`src/rtl/timer_counter.sv`:
```
// ---------------------------------------------------------------------------
// timer_counter
//
// Memory-mapped programmable down-counter timer.  Software programs PRESET
// and CTRL through the data-memory bridge; the block loads PRESET into COUNT,
// counts down to zero and raises an interrupt towards CP0 hwint[0].
//
//   Mode 0 (and reserved modes 2/3): one-shot, level interrupt held until a
//                                    CTRL or PRESET write clears it.
//   Mode 1                         : auto-reload, one-cycle pulse per period.
//
// Register map (word offset on i_addr):
//   0 CTRL   : bit0 Enable, bits2:1 Mode, bit3 IM (1 = irq passes); rest reads 0
//   1 PRESET : read/write, COUNT_W bits, zero-extended on read
//   2 COUNT  : read-only, writes ignored
//   3 -      : reserved, reads 0, writes ignored
//
// Ports:
//   i_clk    : system clock, all state updates on the rising edge
//   i_reset  : synchronous active-high reset
//   i_we     : register write strobe from the bridge
//   i_addr   : register select (word offset)
//   i_wdata  : write data
//   o_rdata  : read data, combinational on i_addr
//   o_irq    : interrupt request (irq flag gated by CTRL.IM)
// ---------------------------------------------------------------------------
module timer_counter #(
   parameter int COUNT_W = 32
) (
   input  logic        i_clk,
   input  logic        i_reset,
   input  logic        i_we,
   input  logic [1:0]  i_addr,
   input  logic [31:0] i_wdata,
   output logic [31:0] o_rdata,
   output logic        o_irq
);

   typedef enum logic [1:0] {
      ST_IDLE = 2'd0,
      ST_LOAD = 2'd1,
      ST_CNT  = 2'd2,
      ST_INT  = 2'd3
   } state_t;

   state_t               r_state;
   logic                 r_enable;
   logic [1:0]           r_mode;
   logic                 r_im;
   logic [COUNT_W-1:0]   r_preset;
   logic [COUNT_W-1:0]   r_count;
   logic                 r_irq_flag;
   logic [31:0]          w_rdata;

   // Register file and timer FSM.  A bus write takes priority for the whole
   // cycle: the addressed register updates and the FSM/COUNT hold, so
   // software and the sequencer never modify CTRL in the same cycle.
   always_ff @(posedge i_clk) begin
      if (i_reset) begin
         r_state    <= ST_IDLE;
         r_enable   <= 1'b0;
         r_mode     <= 2'b00;
         r_im       <= 1'b0;
         r_preset   <= '0;
         r_count    <= '0;
         r_irq_flag <= 1'b0;
      end else if (i_we) begin
         case (i_addr)
            2'd0: begin
               r_enable   <= i_wdata[0];
               r_mode     <= i_wdata[2:1];
               r_im       <= i_wdata[3];
               r_irq_flag <= 1'b0;
            end
            2'd1: begin
               r_preset   <= i_wdata[COUNT_W-1:0];
               r_irq_flag <= 1'b0;
            end
            default: begin
               // COUNT is read-only and offset 3 is reserved: nothing changes.
               r_state <= r_state;
            end
         endcase
      end else begin
         case (r_state)
            ST_IDLE: begin
               if (r_enable) begin
                  r_state <= ST_LOAD;
               end else begin
                  r_state <= ST_IDLE;
               end
            end
            ST_LOAD: begin
               r_count <= r_preset;
               r_state <= ST_CNT;
            end
            ST_CNT: begin
               if (!r_enable) begin
                  // Disabled mid-count: COUNT freezes where it is.
                  r_state <= ST_IDLE;
               end else if (r_count > COUNT_W'(1)) begin
                  r_count <= r_count - COUNT_W'(1);
               end else begin
                  // Expiry on 1 (or a PRESET of 0) so the decrement never wraps.
                  r_count    <= '0;
                  r_irq_flag <= 1'b1;
                  r_state    <= ST_INT;
               end
            end
            ST_INT: begin
               r_state <= ST_IDLE;
               if (r_mode == 2'd1) begin
                  // Auto-reload: Enable stays set so IDLE goes straight to LOAD.
                  r_irq_flag <= 1'b0;
               end else begin
                  // One-shot: stop, keep the level irq for software to clear.
                  r_enable <= 1'b0;
               end
            end
            default: begin
               r_state <= ST_IDLE;
            end
         endcase
      end
   end

   // Read-data mux; PRESET/COUNT are zero-extended to the bus width.
   always_comb begin
      w_rdata = 32'd0;
      case (i_addr)
         2'd0: begin
            w_rdata[3:0] = {r_im, r_mode, r_enable};
         end
         2'd1: begin
            w_rdata[COUNT_W-1:0] = r_preset;
         end
         2'd2: begin
            w_rdata[COUNT_W-1:0] = r_count;
         end
         default: begin
            w_rdata = 32'd0;
         end
      endcase
   end

   assign o_rdata = w_rdata;
   assign o_irq   = r_irq_flag & r_im;

endmodule

```
`config.mk`:
```
export PLATFORM = sky130hd
export DESIGN_NAME = timer_counter
export DESIGN_NICKNAME = d
export VERILOG_FILES = /design/src/rtl/timer_counter.sv
export SDC_FILE = /design/constraint.sdc
export NUM_CORES = 1
export LEC_CHECK = 0
export ABC_AREA = 0
export BUFFER_PORTS_ARGS = -buffer_cell sky130_fd_sc_hd__buf_2
export CAP_MARGIN = 20
export CORE_ASPECT_RATIO = 0.7
export CORE_MARGIN = 10
export CORE_UTILIZATION = 43
export DETAILED_ROUTE_END_ITERATION = 8
export SLEW_MARGIN = 20
export SYNTH_ARGS = -nofsm -noshare
export SYNTH_HDL_FRONTEND = slang
export SYNTH_SLANG_ARGS = --single-unit
```
`constraint.sdc`:
```
create_clock -name i_clk -period 3.75 [get_ports i_clk]
set_clock_uncertainty 0.1 [all_clocks]
set_input_delay 0.75 -clock i_clk [delete_from_list [all_inputs] [get_ports i_clk]]
set_output_delay 0.75 -clock i_clk [all_outputs]
set_load 0.05 [all_outputs]
```
[Word level (Yosys, flattened, before mapping)]
Cells that the tools add are included.
Word-level totals
  input bits: 37
  bits in registers: 71
  output and inout port bits: 33
Cells by class
  bitwise logic cells: 2
  reductions and logical operators: 12
  magnitude comparators: 1
  mux-type cells: 19
  equal/unequal tests: 14
  add/sub/neg operators: 1
Operators with widths (count)
  32-bit two-way mux: 2
  32-bit case mux with 2 select lines: 1
  28-bit case mux with 2 select lines: 1
  32-bit by 1-bit > comparator with 1-bit output (second input constant): 1
  32-bit by 1-bit subtractor with 32-bit output (second input constant): 1
  3-bit inequality test (second input constant): 4
  4-bit case mux with 3 select lines: 1
  1-bit two-way mux: 10
  2-bit case mux with 4 select lines: 1
  2-bit by 1-bit == test with 1-bit output (second input constant): 3
  2-bit == test (second input constant): 3
  2-bit inequality test (second input constant): 3
  2-bit AND reduction: 3
  3-bit AND reduction: 2
  5-bit AND reduction: 1
  2-bit logical NOT: 2
  2-bit two-way mux: 2
  2-bit nonzero test: 2
  3-bit nonzero test: 1
  2-bit by 1-bit inequality test with 1-bit output (second input constant): 1
  1-bit case mux with 2 select lines: 1
  2-bit OR reduction: 1
  1-bit AND: 1
  1-bit inverter: 1

[Logic depth before layout (Yosys ltp)]
  depth in word-level cells: 5
  mapped depth: 9
  depth with buffers taken out: 7

[Worst setup path before layout]
OpenSTA, ideal clock, no wires.
  kind: input port to output port
  start point: input port i_addr[1]
  end point: output port o_rdata[10]
  arrival: 2271 ps
  path buffers: 2
  required time: 2900 ps
  cell stages on the path: 6
  setup slack: 629 ps
  cell sequence: inv_1 ha_1 clkbuf_1 clkbuf_1 a22oi_1 nor2b_1
Between the ends
  cells in the longest elaborated chain, start to end: 2
  elaborated cells on any way between the ends: 3
Ends and longest elaborated chain
  start, declared: line 33  | input logic [1:0] i_addr,
  2-bit == test / 2-bit by 1-bit == test with 1-bit output (equally long branches): line 130  | case (i_addr)
  28-bit case mux with 2 select lines (*): line 130
  end, declared: line 35  | output logic [31:0] o_rdata,
Mark *: on every way between the ends. The rest lies on a longest branch, timed or not.

[Final worst setup path]
  start point: register r_count[16]
  end point: register r_state[0]
Between the ends
  cells in the longest elaborated chain, start to end: 3
Ends and longest elaborated chain
  start, declared: line 51  | logic [COUNT_W-1:0] r_count;
  start signal, assigned: line 94  | r_count <= r_preset;
  start signal, assigned: line 102  | r_count <= r_count - COUNT_W'(1);
  32-bit by 1-bit > comparator with 1-bit output: line 101  | end else if (r_count > COUNT_W'(1)) begin
  3-bit inequality test (no source line)
  2-bit AND reduction (no source line)
  end signal, assigned: line 81  | r_state <= r_state;
  end, declared: line 46  | state_t r_state;
Every way passes these cells.
A chain may end at the register's enable or synchronous reset.

==> impl_metrics.env <==
export IMPL_critPathMaxStageDelay_ns=0.75
export IMPL_critPathSlowestCell="or4_1"
export IMPL_relSlewSlack=0.4932
export IMPL_tightest_slew_ns=0.7602
export IMPL_clk_path_buf_depth=2
export IMPL_dieArea_um2=14510
export IMPL_start_kind="flip-flop"
export IMPL_path_class="flip-flop to flip-flop"
export IMPL_cellPowerDensity_nw_per_um2=351.4
export IMPL_setup_viol=0
export IMPL_met2_usage=0.2811
export IMPL_fin_nets=674
export IMPL_core_area_um2=9759
export IMPL_fin_tns_setup_ns=0
export IMPL_startpoint="r_count[16]$_SDFFE_PP0P_"
export IMPL_r2r_start="r_count[16]$_SDFFE_PP0P_"
export IMPL_die_h_um=103.8
export IMPL_start_util=0.4423
export IMPL_cts_hold_buffers=0
export IMPL_syn_nets=632
export IMPL_min_from="r_preset[4]$_SDFFE_PP0P_"
export IMPL_ant_nets=0
export IMPL_status="finished clean"
export IMPL_grt_util_met3=0.05794
export IMPL_grt_busiest_layer="met2"
export IMPL_area_delta_synth_final_pct=16.35
export IMPL_critPathTopFamily="simple AND/OR/NAND/NOR gates"
export IMPL_num_rows=30
export IMPL_dp_hpwl_mm=9.749
export IMPL_ys_seq_elements=71
export IMPL_synth_compound_area_frac=0.2675
export IMPL_netlist_cell_type_count=56
export IMPL_rsz0062_at_grt="no"
export IMPL_grt_use_met1=0.2690
export IMPL_cts_tree="built"
export IMPL_synth_mux_area_fraction=0
export IMPL_drc_errors=0
export IMPL_grt_remaining_overflow=0
export IMPL_avgSynthCellArea_um2=7.329
export IMPL_drive_above_1_share=0.1654
export IMPL_grt_pass1_wl_mm=23.69
export IMPL_min_period_ns=2.886
export IMPL_grt_pass1_vias=4448
export IMPL_min_period_over_period=0.7697
export IMPL_cts_buffers=9
export IMPL_cellLeakagePower_nw=1.883
export IMPL_viasPerCell=6.122
export IMPL_synth_seq_area_share=0.3293
export IMPL_crit_path_end_kind="flip-flop"
export IMPL_synth_fa_ha_area_frac=0.01739
export IMPL_track_usage=0.1928
export IMPL_syn_area_um2=4317
export IMPL_required_ns=3.91
export IMPL_ctsHtreeMaxLevel=3
export IMPL_crit_buf_inv=1
export IMPL_synth_area_leaders="dfxtp_1, nand2_1, a22oi_1"
export IMPL_synth_flop_cell="dfxtp_1"
export IMPL_synthSimpleGateAreaFrac=0.3284
export IMPL_vias=4677
export IMPL_ys_warn_count=0
export IMPL_portBuffers=69
export IMPL_synth_top_area_frac=0.3293
export IMPL_firstDrtPassIters=5
export IMPL_synth_area_leader_cell="dfxtp_1"
export IMPL_async_reset_ff_frac=0
export IMPL_peakVddDrop_v=0.0002362
export IMPL_drtIter0Drc=468
export IMPL_arrival_ns=3.05
export IMPL_clk_latency_ns=0.34
export IMPL_post_cts_buffers=0
export IMPL_max_freq_mhz=346.5
export IMPL_hold_viol_final=0
export IMPL_maxCapViolCount=0
export IMPL_synth_most_common_cell="nand2_1"
export IMPL_final_util=0.5146
export IMPL_drt_total_wl_mm=14.52
export IMPL_antenna_found_initial=0
export IMPL_clk_pin_slew_worst_paths_ns=0.06
export IMPL_cts_root_buf="clkbuf_16"
export IMPL_place_congestion=0.9073
export IMPL_cp_cell_sequence="or4_1, nor4_1, nand3_1, buf_4, a2111o_1, a21oi_1"
export IMPL_grt_max_degree=67
export IMPL_hold_ws_ns=0.3783
export IMPL_synth_top_family_by_area="simple AND/OR/NAND/NOR gates"
export IMPL_p_total_mw=1.765
export IMPL_synthTopCellsByCount="nand2_1, dfxtp_1, a21oi_1, clkbuf_1, a22oi_1"
export IMPL_synth_xor_area_frac=0
export IMPL_synth_edf_count=0
export IMPL_cts_sinks=71
export IMPL_ios=70
export IMPL_routedWlPerCell_um=19.01
export IMPL_slew_viol_final=0
export IMPL_crit_fanout=11
export IMPL_die_w_um=139.8
export IMPL_hp_class="flip-flop to flip-flop"
export IMPL_synth_cells=589
export IMPL_ctsResizeCount=0
-- stage by stage --
stage / std cells / setup WS, ns / cell area, um2
3_5_place_dp: 748 / 0.8852 / 4742
3_3_place_gp: 748 / 0.9072 / 4742
5_1_grt: 763 / 0.6972 / 5020
2_1_floorplan: 589 / 0.6292 / 4317
4_1_cts: 763 / 0.8662 / 5020
6_report: 764 / 0.8638 / 5022
-- area by class of cell --
| cell class | instances | area, um2 |
|---|---|---|
| inverter | 10 | 37.54 |
| multi-input combinational | 453 | 2650 |
| fill | 983 | 4737 |
| sequential | 71 | 1421 |
| antenna | 1 | 2.502 |
| timing repair buffer | 86 | 473.0 |
| clock buffer | 15 | 277.8 |
| tap | 128 | 160.2 |
-- sequential cells by signal (all words and copies together) (netlist names) --
| signal | count |
|---|---|
| r_count | 32 |
| r_enable | 1 |
| r_preset | 32 |
| r_im | 1 |
| r_irq_flag | 1 |
| r_mode | 2 |
| r_state | 2 |
-- power breakdown --
part | switching [mW] | leakage (nW) | internal (mW) | total (mW)
Sequential | 0.0139 | 0.574 | 0.769 | 0.783
Combinational | 0.109 | 1.17 | 0.0581 | 0.167
Clock | 0.316 | 0.136 | 0.499 | 0.815
Total | 0.438 | 1.88 | 1.33 | 1.76
-- worst reg2reg max path: cells and delay by family (launching register included) --
family / cells / cell delay, ns
and+or+nand+nor: 3 / 1.57
AOI/OAI and AO/OA: 2 / 0.54
buffers and inverters: 1 / 0.23
DFF: 1 / 0.37
-- worst paths after layout --
kind / end / slack, ns / cells past startpoint
max: r_state[0]$_SDFFE_PP0P_ / 0.86 / 6
min: r_preset[4]$_SDFFE_PP0P_ / 0.38 / 2
max reg2reg: r_state[0]$_SDFFE_PP0P_ / 0.86 / 6
min reg2reg: r_preset[4]$_SDFFE_PP0P_ / 0.38 / 2
-- layout by cell type (no fill, tap or decap), drive strengths merged, types with 3 or more instances in the layout --
cell,n
a21boi,4
a21oi,48
a221oi,4
a222oi,4
a22oi,34
a31oi,22
a32oi,3
and2,7
and3,5
buf,86
clkbuf,15
dfxtp,71
ha,6
inv,9
nand2,103
nand2b,4
nand3,33
nand3b,3
nand4,7
nor2,22
nor2b,31
nor3,18
nor4,19
o211ai,13
o21a,4
o21ai,8
o221ai,4
o32ai,3
or3,3
or4,9
-- cell families after synthesis --
group                      Yosys count
and+or+nand+nor                    277
DFF                                 71
adders and majority gates            6
buffers and inverters               65
AOI/OAI and AO/OA                  170
-- routing by layer --
layer,routed length (um),vias to the layer above,share of wire
met2,6241,181,0.43
met5,0,-,0
met1,7004,2211,0.48
met3,1167,14,0.080
li1,-,2271,-
met4,109,0,0.0075
Power figures use the tool's default switching activity.
